===== src/rtl/mole_scheduler.sv =====
// Whack-a-mole scheduler: paces moles with a prescaled tick counter, picks holes
// from an 8-bit LFSR, and reports hits and timeouts as one-cycle pulses.
module mole_scheduler #(
  parameter int unsigned TICK_DIV  = 25000,
  parameter int unsigned GAP_TICKS = 300,
  parameter int unsigned LIFE0     = 1000,
  parameter int unsigned LIFE1     = 800,
  parameter int unsigned LIFE2     = 600,
  parameter int unsigned LIFE3     = 400,
  parameter logic [7:0]  SEED      = 8'hA5
) (
  input  logic       clk,
  input  logic       rst,
  input  logic       enable,
  input  logic [1:0] level,
  input  logic       hit,
  input  logic [3:0] hit_index,
  output logic       mole_appear,
  output logic [3:0] mole_index,
  output logic       hit_success,
  output logic       miss
);

  localparam int unsigned   PW        = (TICK_DIV > 1) ? $clog2(TICK_DIV) : 1;
  localparam logic [PW-1:0] TICK_LAST = PW'(TICK_DIV - 1);
  localparam logic [11:0]   GAP_LOAD  = 12'(GAP_TICKS);
  localparam logic [7:0]    LFSR_INIT = (SEED == 8'h00) ? 8'h01 : SEED;

  typedef enum logic [1:0] {S_IDLE, S_GAP, S_SPAWN, S_UP} state_t;

  state_t        r_state;
  logic [PW-1:0] r_presc;
  logic [11:0]   r_count;
  logic [7:0]    r_lfsr;
  logic [3:0]    r_mole_index;
  logic          r_mole_appear;
  logic          r_hit_success;
  logic          r_miss;

  state_t        w_state_nxt;
  logic [PW-1:0] w_presc_nxt;
  logic [11:0]   w_count_nxt;
  logic [11:0]   w_life;
  logic [3:0]    w_cand;
  logic [3:0]    w_cand_adj;
  logic [3:0]    w_index_nxt;
  logic          w_tick;
  logic          w_expire;
  logic          w_hit_ok;
  logic          w_lfsr_fb;
  logic          w_appear_nxt;
  logic          w_hit_nxt;
  logic          w_miss_nxt;

  assign w_tick     = (r_presc == TICK_LAST);
  // A phase ends on the tick that would take the counter from 1 to 0.
  assign w_expire   = w_tick && (r_count <= 12'd1);
  assign w_hit_ok   = (r_state == S_UP) && hit && (hit_index == r_mole_index);
  assign w_lfsr_fb  = r_lfsr[7] ^ r_lfsr[5] ^ r_lfsr[4] ^ r_lfsr[3];
  assign w_cand     = r_lfsr[3:0];
  assign w_cand_adj = (w_cand == r_mole_index) ? w_cand + 4'd1 : w_cand;

  always_comb begin
    case (level)
      2'd0:    w_life = 12'(LIFE0);
      2'd1:    w_life = 12'(LIFE1);
      2'd2:    w_life = 12'(LIFE2);
      default: w_life = 12'(LIFE3);
    endcase
  end

  // NOTE: every combinational output gets a default first so no path infers a latch.
  always_comb begin
    w_state_nxt = r_state;
    if (!enable) begin
      w_state_nxt = S_IDLE;
    end else begin
      case (r_state)
        S_IDLE:  w_state_nxt = S_GAP;
        S_GAP:   if (w_expire) w_state_nxt = S_SPAWN;
        S_SPAWN: w_state_nxt = S_UP;
        S_UP:    if (w_hit_ok || w_expire) w_state_nxt = S_GAP;
        default: w_state_nxt = S_IDLE;
      endcase
    end
  end

  always_comb begin
    w_appear_nxt = (w_state_nxt == S_UP);
    w_hit_nxt    = enable && w_hit_ok;
    w_miss_nxt   = enable && (r_state == S_UP) && w_expire && !w_hit_ok;
    w_index_nxt  = r_mole_index;
    if (enable && (r_state == S_SPAWN)) w_index_nxt = w_cand_adj;
  end

  // Level is captured only by the counter load on SPAWN->UP.
  always_comb begin
    w_presc_nxt = (r_presc == TICK_LAST) ? '0 : r_presc + PW'(1);
    w_count_nxt = (w_tick && (r_count != 12'd0)) ? r_count - 12'd1 : r_count;
    if ((w_state_nxt != r_state) || (w_state_nxt == S_IDLE)) begin
      w_presc_nxt = '0;
      case (w_state_nxt)
        S_GAP:   w_count_nxt = GAP_LOAD;
        S_UP:    w_count_nxt = w_life;
        default: w_count_nxt = 12'd0;
      endcase
    end
  end

  // NOTE: sequential state uses non-blocking assignments so all registers update together.
  always_ff @(posedge clk) begin
    if (!rst) begin
      r_state       <= S_IDLE;
      r_presc       <= '0;
      r_count       <= 12'd0;
      r_lfsr        <= LFSR_INIT;
      r_mole_index  <= 4'd0;
      r_mole_appear <= 1'b0;
      r_hit_success <= 1'b0;
      r_miss        <= 1'b0;
    end else begin
      r_state       <= w_state_nxt;
      r_presc       <= w_presc_nxt;
      r_count       <= w_count_nxt;
      r_lfsr        <= {r_lfsr[6:0], w_lfsr_fb};
      r_mole_index  <= w_index_nxt;
      r_mole_appear <= w_appear_nxt;
      r_hit_success <= w_hit_nxt;
      r_miss        <= w_miss_nxt;
    end
  end

  assign mole_appear = r_mole_appear;
  assign mole_index  = r_mole_index;
  assign hit_success = r_hit_success;
  assign miss        = r_miss;

endmodule

===== config.mk =====
export PLATFORM = sky130hd
export DESIGN_NAME = mole_scheduler
export DESIGN_NICKNAME = d
export VERILOG_FILES = /design/src/rtl/mole_scheduler.sv
export SDC_FILE = /design/constraint.sdc
export NUM_CORES = 1
export LEC_CHECK = 0
export BUFFER_PORTS_ARGS = -buffer_cell sky130_fd_sc_hd__buf_2
export CORE_MARGIN = 3
export CORE_UTILIZATION = 30
export CTS_CLUSTER_SIZE = 12
export DETAILED_ROUTE_END_ITERATION = 16
export PLACE_DENSITY = 0.54
export SLEW_MARGIN = 10
export SYNTH_ARGS = -nofsm -noshare
export SYNTH_HDL_FRONTEND = slang
export SYNTH_SLANG_ARGS = --single-unit
export TNS_END_PERCENT = 5

===== constraint.sdc =====
create_clock -name clk -period 2.63 [get_ports clk]
set_clock_uncertainty 0.05 [all_clocks]
set_input_delay 0.263 -clock clk [delete_from_list [all_inputs] [get_ports clk]]
set_output_delay 0.263 -clock clk [all_outputs]
set_load 0.01 [all_outputs]

# ---- Word level (Yosys, flattened, before mapping)
# Cells that the tools add are included.
# Widths: inputs -> output; s select.
dict set report totals {
  regBits 44
  in_bits 10
  wordCells 54
}
dict set report op_classes {
  add_sub_neg 3
  magnitude_cmp 1
  n_eq_ne 11
  n_mux 9
  bitwise 4
  reduce_logical 18
}
# op n
set ops {}
lappend ops {{$pmux 10 s3} 1}
lappend ops {{$mux 12} 2}
lappend ops {{$pmux 12 s2} 1}
lappend ops {{$add 15x1->15 const B} 1}
lappend ops {{$eq 15x15->1 const B} 1}
lappend ops {{$le 12x1->1 const B} 1}
lappend ops {{$reduce_bool 12->1} 1}
lappend ops {{$sub 12x1->12 const B} 1}
lappend ops {{$logic_and 1x1->1} 9}
lappend ops {{$eq 2x2->1 const B} 4}
lappend ops {{$eq 4x4->1} 2}
lappend ops {{$pmux 2 s4} 1}
lappend ops {{$eq 2x1->1 const B} 3}
lappend ops {{$logic_not 2->1} 3}
lappend ops {{$mux 2} 3}
lappend ops {{$add 4x1->4 const B} 1}
lappend ops {{$mux 4} 1}
lappend ops {{$reduce_or 3->1} 1}
lappend ops {{$xor 1x1->1} 3}
lappend ops {{$logic_or 1x1->1} 2}
lappend ops {{$ne 2x2->1} 1}
lappend ops {{$reduce_bool 2->1} 1}
lappend ops {{$logic_not 1->1} 1}
lappend ops {{$not 1->1} 1}

# ---- Depth between registers and ports, before layout
# Gate-level depths: netlist of run 1.
dict set report depth {
  ltp_word 10
  mapped_depth 8
}

# ---- Worst setup path before layout of run 1
# No wires, ideal clock.
dict set report synth_path {
  kind {register -> register}
  from {register r_count[0]}
  to {register r_count[10]}
  arrival_time_ps 1860
  required_time_ps 2460
  slack_ps 600
  stages_incl_launch_ff 8
  n_path_buf 0
  synth_period_minus_slack_ps 2030
  cell_sequence {dfxtp_1 > inv_1 > ha_1 > or3b_1 > or3_1 > nor4_1 > xnor2_1 > nor2_1}
}
dict set report synth_via {
  elab_chain_cells 9
}
# element line
set synth_lines {}
lappend synth_lines {{from (decl)} 33} ;# logic [11:0] r_count;
lappend synth_lines {{from (signal assigned)} 124} ;# r_count <= w_count_nxt;
lappend synth_lines {{$le 12x1->1} 57} ;# assign w_expire = w_tick && (r_count <= 12'd1);
lappend synth_lines {{$logic_and 1x1->1} 57}
lappend synth_lines {{$logic_or 1x1->1} 82} ;# S_UP: if (w_hit_ok || w_expire) w_state_nxt = S_GAP;
lappend synth_lines {{$mux 2} 82}
lappend synth_lines {{$pmux 2 s4} 78} ;# case (r_state)
lappend synth_lines {{$mux 2} 75} ;# if (!enable) begin
lappend synth_lines {{$ne 2x2->1 or $logic_not 2->1 (tied branches)} 100} ;# if ((w_state_nxt != r_state) || (w_state_nxt == S_IDLE)) begin
lappend synth_lines {{$logic_or 1x1->1} 100}
lappend synth_lines {{$mux 12 or $reduce_bool 2->1 (tied branches)} -}
# Several ways; a longest one is shown, not always the timed one. The select of a mux whose other input is x is not followed.
# A chain may end at the register's enable or synchronous reset.

# ---- Worst setup path after layout of run 1
# Ends and elaborated chain as after synthesis.

==> flow_metrics.env, run 1 <==
export IMPL_cts_path_max_buffers=2
export IMPL_crit_arrival_ns=2.41
export IMPL_layout_setup_ws_ns=0.354
export IMPL_cts_setup_buffers=0
export IMPL_finalSetupViolations=0
export IMPL_hold_depth=3
export IMPL_fin_nets=298
export IMPL_dr_pass1_iters=4
export IMPL_final_area_um2=2630
export IMPL_synthFlopType="dfxtp_1"
export IMPL_critPathKind="register to register"
export IMPL_initial_core_util_pct=31.5
export IMPL_power_switching_mw=0.313
export IMPL_fin_cells=378
export IMPL_leakage_nw=1.03
export IMPL_grt_max_degree=24
export IMPL_holdBufCountCts=0
export IMPL_layout_commonest_cell="dfxtp_1"
export IMPL_cts_root_buf="clkbuf_8"
export IMPL_worst_r2r_cell_count=7
export IMPL_status="finished, final reports clean"
export IMPL_die_w_um=94.0
export IMPL_synth_fp_nets=282
export IMPL_route_detailed_drc=0
export IMPL_dp_hpwl_um=3390
export IMPL_syn_to_final_growth_pct=13.1
export IMPL_powerDensity_nw_per_um2=518
export IMPL_slowest_delay_ns=0.41
export IMPL_die_area_um2=8830
export IMPL_switching_share_pct=23.0
export IMPL_seqPwrFrac_pct=51.8
export IMPL_avgSynthCellArea_um2=8.86
export IMPL_synth_cells=262
export IMPL_drtIter0Drc=49
export IMPL_layout_area_seq_um2=881
export IMPL_finalMaxSlewViolations=0
export IMPL_setup_tns_ns=0
export IMPL_synth_area_leaders="dfxtp_1 38%, xor2_1 7.2%, ha_1 5.4%, xnor2_1 5.3%, nor2_1 5.0%"
export IMPL_critPathRequiredTime_ns=2.76
export IMPL_routed_via_density=4.85
export IMPL_wire_per_inst_um=12.1
export IMPL_synthesis_area_um2=2320
export IMPL_start_kind="register"
export IMPL_crit_path_end_kind="register"
export IMPL_yosys_warnings=0
export IMPL_netlist_area_leader_share_pct=38.0
export IMPL_min_period_ns=2.28
export IMPL_ios=17
export IMPL_io_buffer_count=16
export IMPL_numClockSinks=44
export IMPL_hold_viol=0
export IMPL_overflow=0
export IMPL_postRouteAntennaNets=0
export IMPL_coreArea_um2=7370
export IMPL_rsz0062_at_grt="false"
export IMPL_place_congestion=0.867
export IMPL_combPwrFrac_pct=8.1
export IMPL_layout_drive_gt1_share_pct=12.5
export IMPL_vias=1832
export IMPL_n_fill_cell=775
export IMPL_cts_made_buffers=5
export IMPL_grt_pass1_wl_um=7970
export IMPL_slowest_stage="or3b_1"
export IMPL_async_flop_share_pct=0
export IMPL_antenna_found_initial=0
export IMPL_hold_path_class="primary input to register"
export IMPL_clk_latency_ns=0.30
export IMPL_peakVddDrop_uv=232
export IMPL_tightestPinTransition_ns=0.742
export IMPL_antenna_cells=0
export IMPL_crit_chain="inv_1 > ha_1 > or3b_1 > or3_1 > nor4_1 > xnor2_1 > nor2_1"
export IMPL_slew_headroom_pct=50.1
export IMPL_cts_resized=0
export IMPL_wl_um=4560
export IMPL_globalRouteTotalUtil_pct=11.3
export IMPL_cts_reportedPaths_clkPinSlew_ns=0.09
export IMPL_yosysUniqueCellTypes=57
export IMPL_crit_path_max_fanout=7
export IMPL_final_cell_mix="44 x dfxtp_1, 31 x nor2_1, 21 x nand2_1"
export IMPL_cts_tree="yes"
export IMPL_ys_ff_latch=44
export IMPL_synth_edf_count=0
export IMPL_row_count=31
export IMPL_numPlacedInstances=370
export IMPL_die_y_um=94.0
export IMPL_clockPowerShare_pct=40.1
export IMPL_multiInputGateArea_um2=1380
export IMPL_cap_violations=0
export IMPL_period_share_pct=86.5
export IMPL_ys_seq_area_share_pct=38.0
export IMPL_fmax_mhz=439
export IMPL_grt_pass1_vias=1732
export IMPL_p_int_mw=1.05
export IMPL_htree_levels=2
export IMPL_yosys_area_top_type="dfxtp_1"
export IMPL_placed_cell_area_um2=2500
export IMPL_pre_cts_slack_ns=0.366
-- metrics by stage --
step	hold slack, ns	total power, mW	utilization (%)
floorplan	0.336	0.800	-
global placement	0.340	0.830	34.0
detailed placement	0.348	0.830	34.0
CTS	0.249	1.38	35.6
global route	0.261	1.43	35.6
finish	0.254	1.36	35.6
-- power groups by stage --
| stage | Sequential [mW] | Combinational, mW | Clock, mW |
|---|---|---|---|
| detailed placement | 0.719 | 0.111 | 0 |
| floorplan | 0.713 | 0.0873 | 0 |
| CTS | 0.704 | 0.111 | 0.561 |
| global route | 0.707 | 0.126 | 0.592 |
| global placement | 0.719 | 0.110 | 0 |
| finish | 0.704 | 0.111 | 0.544 |
-- state kept, by name (all words and copies together), names as in the netlist --
| signal | cells |
|---|---|
| hit_success | 1 |
| miss | 1 |
| mole_appear | 1 |
| mole_index | 4 |
| r_count | 12 |
| r_lfsr | 8 |
| r_presc | 15 |
| r_state | 2 |
-- layout make-up --
cell class                      count  area share (%)
Multi-Input combinational cell    202            52.5
Sequential cell                    44            33.6
Tap cell                           99            4.72
Timing Repair Buffer               18            3.62
Clock buffer                        6            3.15
Clock inverter                      2            1.48
Inverter                            7            1.00
-- worst max-delay path: cells and delay by family, from the launching register on --
kind / cells / cell delay (ns)
AND/OR/NAND/NOR: 4 / 1.17
XOR/XNOR: 1 / 0.16
buffers and inverters: 1 / 0.12
flip-flops: 1 / 0.36
adder cells (fa/ha/maj): 1 / 0.31
-- kinds of logic after synthesis --
| logic type | Yosys count | synth area share [%] |
|---|---|---|
| xor+xnor | 33 | 12.5 |
| fa+ha+maj | 10 | 5.39 |
| mux | 1 | 0.431 |
| buf+inv | 16 | 2.70 |
| compound gates | 36 | 11.2 |
| simple gates | 122 | 29.9 |
| flops | 44 | 38.0 |
-- synth_stat cells (all sizes together) (3+ instances only) --
cell type and number:
dfxtp 44, inv 7, clkbuf 7, and3 5, or4 3, and4 3
and2 7, nand2b 3, nand3 12, nand4 3, nand2 22, xnor2 14
nor4 4, nor2 31, nor2b 7, nor4b 3, a21oi 6, ha 10
o21ai 10, xor2 19, nor3 6, o211a 4
-- final timing paths --
path / start / end / slack (ns)
max: r_count[0] / r_count[10] / 0.35
max reg2reg: r_count[0] / r_count[10] / 0.35
min: enable / r_state[1] / 0.25
min reg2reg: r_lfsr[6] / r_lfsr[7] / 0.37
-- layer usage --
| metal | GRT usage, % | vias up | routed length (µm) | part of all wire, % |
|---|---|---|---|---|
| met4 | 3.97 | 0 | 55 | 1.2 |
| li1 | - | 941 | - | - |
| met5 | 0 | - | 0 | 0 |
| met2 | 17.9 | 19 | 2110 | 46 |
| met1 | 14.8 | 866 | 2260 | 50 |
| met3 | 2.88 | 6 | 133 | 2.9 |
(Power assumes the default switching activity.)
==> inputs of run 2 (changes only) <==
Settings changed: REMOVE_ABC_BUFFERS from default to 1.
==> run 2 against run 1 <==
Net effect:
- core utilization fell by 0.068 points
- non-clock buffer count did not move
- final cell count did not move
- flip-flop and latch count unchanged
- design area down 0.19%
- die area is the same
- sequential share of layout area grew 0.064 points
- setup slack lost 0.012 ns
- count of clock-buffer cells in the layout is 1 lower
- global-route usage fell by 0.35 points
- wire length is 1.4% higher
- largest cell class unchanged
==> flow_metrics.env, run 2 (same netlist as run 1, synthesis figures left out) <==
export IMPL_drtIter0Drc=99
export IMPL_crit_chain="ha_1 > and4bb_1 > and4_1 > nand3_1 > nor4b_1 > xnor2_1 > o32ai_1"
export IMPL_rsz0062_at_grt="false"
export IMPL_fmax_mhz=437
export IMPL_postRouteAntennaNets=0
export IMPL_pre_cts_slack_ns=0.356
export IMPL_die_w_um=94.0
export IMPL_syn_to_final_growth_pct=12.9
export IMPL_p_int_mw=1.02
export IMPL_powerDensity_nw_per_um2=513
export IMPL_dp_hpwl_um=3410
export IMPL_cts_root_buf="clkbuf_8"
export IMPL_slowest_delay_ns=0.39
export IMPL_placed_cell_area_um2=2500
export IMPL_coreArea_um2=7370
export IMPL_slew_headroom_pct=54.1
export IMPL_largestRegisters="r_presc x15, r_count x12, r_lfsr x8"
export IMPL_cts_reportedPaths_clkPinSlew_ns=0.09
export IMPL_crit_path_end_kind="register"
export IMPL_row_count=31
export IMPL_leakage_nw=1.03
export IMPL_min_period_ns=2.29
export IMPL_layout_setup_ws_ns=0.342
export IMPL_cts_made_buffers=5
export IMPL_hold_viol=0
export IMPL_cts_setup_buffers=0
export IMPL_wl_um=4620
export IMPL_numPlacedInstances=370
export IMPL_grt_pass1_vias=1759
export IMPL_layout_drive_gt1_share_pct=12.5
export IMPL_clk_latency_ns=0.30
export IMPL_switching_share_pct=24.0
export IMPL_status="finished, final reports clean"
export IMPL_finalSetupViolations=0
export IMPL_fin_cells=378
export IMPL_cts_path_max_buffers=2
export IMPL_overflow=0
export IMPL_htree_levels=2
export IMPL_largest_reg_flops=15
export IMPL_initial_core_util_pct=31.5
export IMPL_final_cell_mix="44 x dfxtp_1, 31 x nor2_1, 21 x nand2_1"
export IMPL_cts_resized=0
export IMPL_dr_pass1_iters=4
export IMPL_critPathKind="register to register"
export IMPL_die_y_um=94.0
export IMPL_crit_arrival_ns=2.41
export IMPL_routed_via_density=4.81
export IMPL_cts_tree="yes"
export IMPL_holdBufCountCts=0
export IMPL_grt_pass1_wl_um=7840
export IMPL_ios=17
export IMPL_setup_tns_ns=0
export IMPL_critPathRequiredTime_ns=2.75
export IMPL_slowest_stage="nor4b_1"
export IMPL_start_kind="register"
export IMPL_seqPwrFrac_pct=52.3
export IMPL_finalMaxSlewViolations=0
export IMPL_layout_commonest_cell="dfxtp_1"
export IMPL_power_switching_mw=0.324
export IMPL_tightestPinTransition_ns=0.683
export IMPL_cap_violations=0
export IMPL_fin_nets=298
export IMPL_combPwrFrac_pct=8.3
export IMPL_wire_per_inst_um=12.2
export IMPL_clockPowerShare_pct=39.4
export IMPL_die_area_um2=8830
export IMPL_grt_max_degree=24
export IMPL_antenna_cells=0
export IMPL_crit_path_max_fanout=7
export IMPL_place_congestion=0.782
export IMPL_vias=1820
export IMPL_period_share_pct=87.0
export IMPL_top_register="r_presc"
export IMPL_io_buffer_count=16
export IMPL_hold_path_class="primary input to register"
export IMPL_numClockSinks=44
export IMPL_final_area_um2=2620
export IMPL_antenna_found_initial=0
export IMPL_route_detailed_drc=0
export IMPL_globalRouteTotalUtil_pct=10.9
export IMPL_peakVddDrop_uv=452
run 2: cell types whose count changed in the layout (fill, tap and decap cells not counted), sizes merged:
cell	delta
clkinv	+1
clkbuf	-1
run 2: area by class of cell:
cell class,instances,area (µm²)
clock inverters,3,47.5
flip-flops and latches,44,881
repair buffers,18,95.1
fillers,788,4750
well taps,99,124
multi-input cells,202,1380
clock buffers,5,68.8
inverters,7,26.3
run 2: power by group through the flow:
stage / clock, mW / sequential, mW / combinational [mW]
5_1_grt: 0.579 / 0.707 / 0.125
3_5_place_dp: 0 / 0.719 / 0.112
3_3_place_gp: 0 / 0.719 / 0.110
6_report: 0.530 / 0.703 / 0.111
2_1_floorplan: 0 / 0.714 / 0.0805
4_1_cts: 0.545 / 0.703 / 0.112
run 2: through the flow:
step                      util [%]  power [mW]  hold slack, ns
after CTS                     35.6        1.36           0.269
final                         35.6        1.35           0.267
after global placement        34.0       0.830           0.336
after floorplan                  -       0.794           0.275
after global routing          35.6        1.41           0.276
after detailed placement      34.0       0.830           0.356
run 2: routing by layer:
layer	vias to the layer above	GRT usage (%)	wire, µm
met4	0	2.89	34
li1	947	-	-
met2	8	18.4	2200
met5	-	0	0
met1	861	13.8	2290
met3	4	2.80	101
run 2: path summary, 6_finish.rpt:
path                            cells past startpoint  startpoint  slack, ns          to
worst min-delay path                                3      enable       0.27  r_state[1]
worst max-delay path                                7  r_presc[0]       0.34  r_count[7]
worst max register to register                      7  r_presc[0]       0.34  r_count[7]
worst min register to register                      1   r_lfsr[6]       0.37   r_lfsr[7]
run 2: worst max-delay path, delay by kind of cell (launching register included):
| family | cells | cell delay (ns) |
|---|---|---|
| AOI/OAI and AO/OA | 1 | 0.11 |
| adders and majority gates | 1 | 0.24 |
| DFF | 1 | 0.38 |
| xor gates and xnor gates | 1 | 0.18 |
| and+or+nand+nor | 4 | 1.20 |
==> inputs of run 3 (changes only) <==
Settings changed: PLACE_DENSITY 0.54 to 0.53.
==> run 3 against run 2 <==
Net effect:
- highest routed layer unchanged
- maximum frequency is 0.88% higher
- critical path depth stayed put
- count of clock-buffer cells in the layout stayed put
- power is 0.42% higher
- critical path type unchanged
- sequential power hardly changed
- combinational power hardly changed
- design area hardly changed
- die area stayed put
- flip-flop and latch count stayed put
==> flow_metrics.env, run 3 (same netlist as run 1, synthesis figures left out) <==
export IMPL_die_area_um2=8830
export IMPL_fmax_mhz=441
export IMPL_globalRouteTotalUtil_pct=11.8
export IMPL_vias=1853
export IMPL_rsz0062_at_grt="false"
export IMPL_hold_viol=0
export IMPL_crit_arrival_ns=2.40
export IMPL_layout_drive_gt1_share_pct=12.5
export IMPL_initial_core_util_pct=31.5
export IMPL_numClockSinks=44
export IMPL_powerDensity_nw_per_um2=516
export IMPL_die_y_um=94.0
export IMPL_holdBufCountCts=0
export IMPL_cts_path_max_buffers=2
export IMPL_largestRegisters="r_presc x15, r_count x12, r_lfsr x8"
export IMPL_dp_hpwl_um=3490
export IMPL_finalMaxSlewViolations=0
export IMPL_wl_um=4730
export IMPL_syn_to_final_growth_pct=12.8
export IMPL_io_buffer_count=16
export IMPL_leakage_nw=1.03
export IMPL_fin_nets=298
export IMPL_cts_tree="yes"
export IMPL_cap_violations=0
export IMPL_antenna_found_initial=0
export IMPL_crit_path_end_kind="register"
export IMPL_start_kind="register"
export IMPL_cts_reportedPaths_clkPinSlew_ns=0.08
export IMPL_n_fill_cell=786
export IMPL_dr_pass1_iters=5
export IMPL_postRouteAntennaNets=0
export IMPL_crit_chain="ha_1 > and4bb_1 > and4_1 > nand3_1 > nor4b_1 > xnor2_1 > o32ai_1"
export IMPL_critPathKind="register to register"
export IMPL_tightestPinTransition_ns=0.707
export IMPL_hold_path_class="primary input to register"
export IMPL_cts_root_buf="clkbuf_8"
export IMPL_grt_max_degree=24
export IMPL_ios=17
export IMPL_layout_commonest_cell="dfxtp_1"
export IMPL_cts_setup_buffers=0
export IMPL_slew_headroom_pct=52.4
export IMPL_clk_latency_ns=0.31
export IMPL_overflow=0
export IMPL_grt_pass1_wl_um=8360
export IMPL_setup_tns_ns=0
export IMPL_wire_per_inst_um=12.5
export IMPL_htree_levels=2
export IMPL_placed_cell_area_um2=2500
export IMPL_slowest_delay_ns=0.40
export IMPL_crit_path_max_fanout=7
export IMPL_status="finished, final reports clean"
export IMPL_die_w_um=94.0
export IMPL_period_share_pct=86.2
export IMPL_peakVddDrop_uv=280
export IMPL_final_cell_mix="44 x dfxtp_1, 31 x nor2_1, 21 x nand2_1"
export IMPL_drtIter0Drc=130
export IMPL_min_period_ns=2.27
export IMPL_antenna_cells=0
export IMPL_critPathRequiredTime_ns=2.76
export IMPL_cts_resized=0
export IMPL_routed_via_density=4.90
export IMPL_place_congestion=0.763
export IMPL_slowest_stage="nor4b_1"
export IMPL_largest_reg_flops=15
export IMPL_finalSetupViolations=0
export IMPL_top_register="r_presc"
export IMPL_coreArea_um2=7370
export IMPL_route_detailed_drc=0
export IMPL_row_count=31
export IMPL_cts_made_buffers=5
export IMPL_final_area_um2=2620
export IMPL_grt_pass1_vias=1784
[run 3: changes by cell type in the layout (fill, tap and decap cells not counted), sizes merged]
| cell | previous run | this run |
|---|---|---|
| clkinv | 2 | 0 |
| clkinvlp | 0 | 1 |
| inv | 7 | 8 |
[run 3: final timing paths]
kind	start	to	slack (ns)	cells after the start
worst max-delay path	r_presc[0]	r_count[7]	0.36	7
worst max register to register	r_presc[0]	r_count[7]	0.36	7
worst min-delay path	enable	hit_success	0.25	3
worst min register to register	r_lfsr[6]	r_lfsr[7]	0.38	1
[run 3: critical path: cells and delay by family, from the launching register on]
kind                       cells  cell delay, ns
adders and majority gates      1            0.23
DFF                            1            0.38
xor gates and xnor gates       1            0.17
AOI/OAI and AO/OA              1            0.10
and+or+nand+nor                4            1.21
[run 3: final cells by class]
class | count | area, µm² | area share [%]
clock inverter | 3 | 46.3 | 1.77
timing repair buffer | 18 | 95.1 | 3.63
clock buffer | 5 | 68.8 | 2.63
inverter | 7 | 26.3 | 1.00
tap | 99 | 124 | 4.73
multi-input combinational | 202 | 1380 | 52.6
sequential | 44 | 881 | 33.6
[run 3: metrics by stage]
step / hold WS, ns / setup WS (ns) / total power, mW / instances / utilization [%]
detailed placement: 0.355 / 0.373 / 0.830 / 370 / 34.0
finish: 0.252 / 0.362 / 1.35 / 378 / 35.5
CTS: 0.253 / 0.343 / 1.37 / 378 / 35.5
global placement: 0.344 / 0.317 / 0.831 / 370 / 34.0
floorplan: 0.275 / 0.600 / 0.794 / 253 / -
global route: 0.280 / 0.156 / 1.41 / 378 / 35.5
[run 3: metal layers]
metal  up-vias  GRT usage (%)  share of wire [%]
met3         7           2.64                2.6
met4         0           3.97                1.6
met2        22           19.2                 48
met5         -              0                  0
met1       882           15.4                 48
li1        942              -                  -
[run 3: where the power goes]
part           total (mW)  leakage (nW)  switching (mW)  internal (mW)
Combinational       0.110         0.614          0.0572         0.0528
Clock               0.537        0.0548           0.251          0.286
Sequential          0.704         0.358          0.0215          0.683
Total                1.35          1.03           0.329           1.02
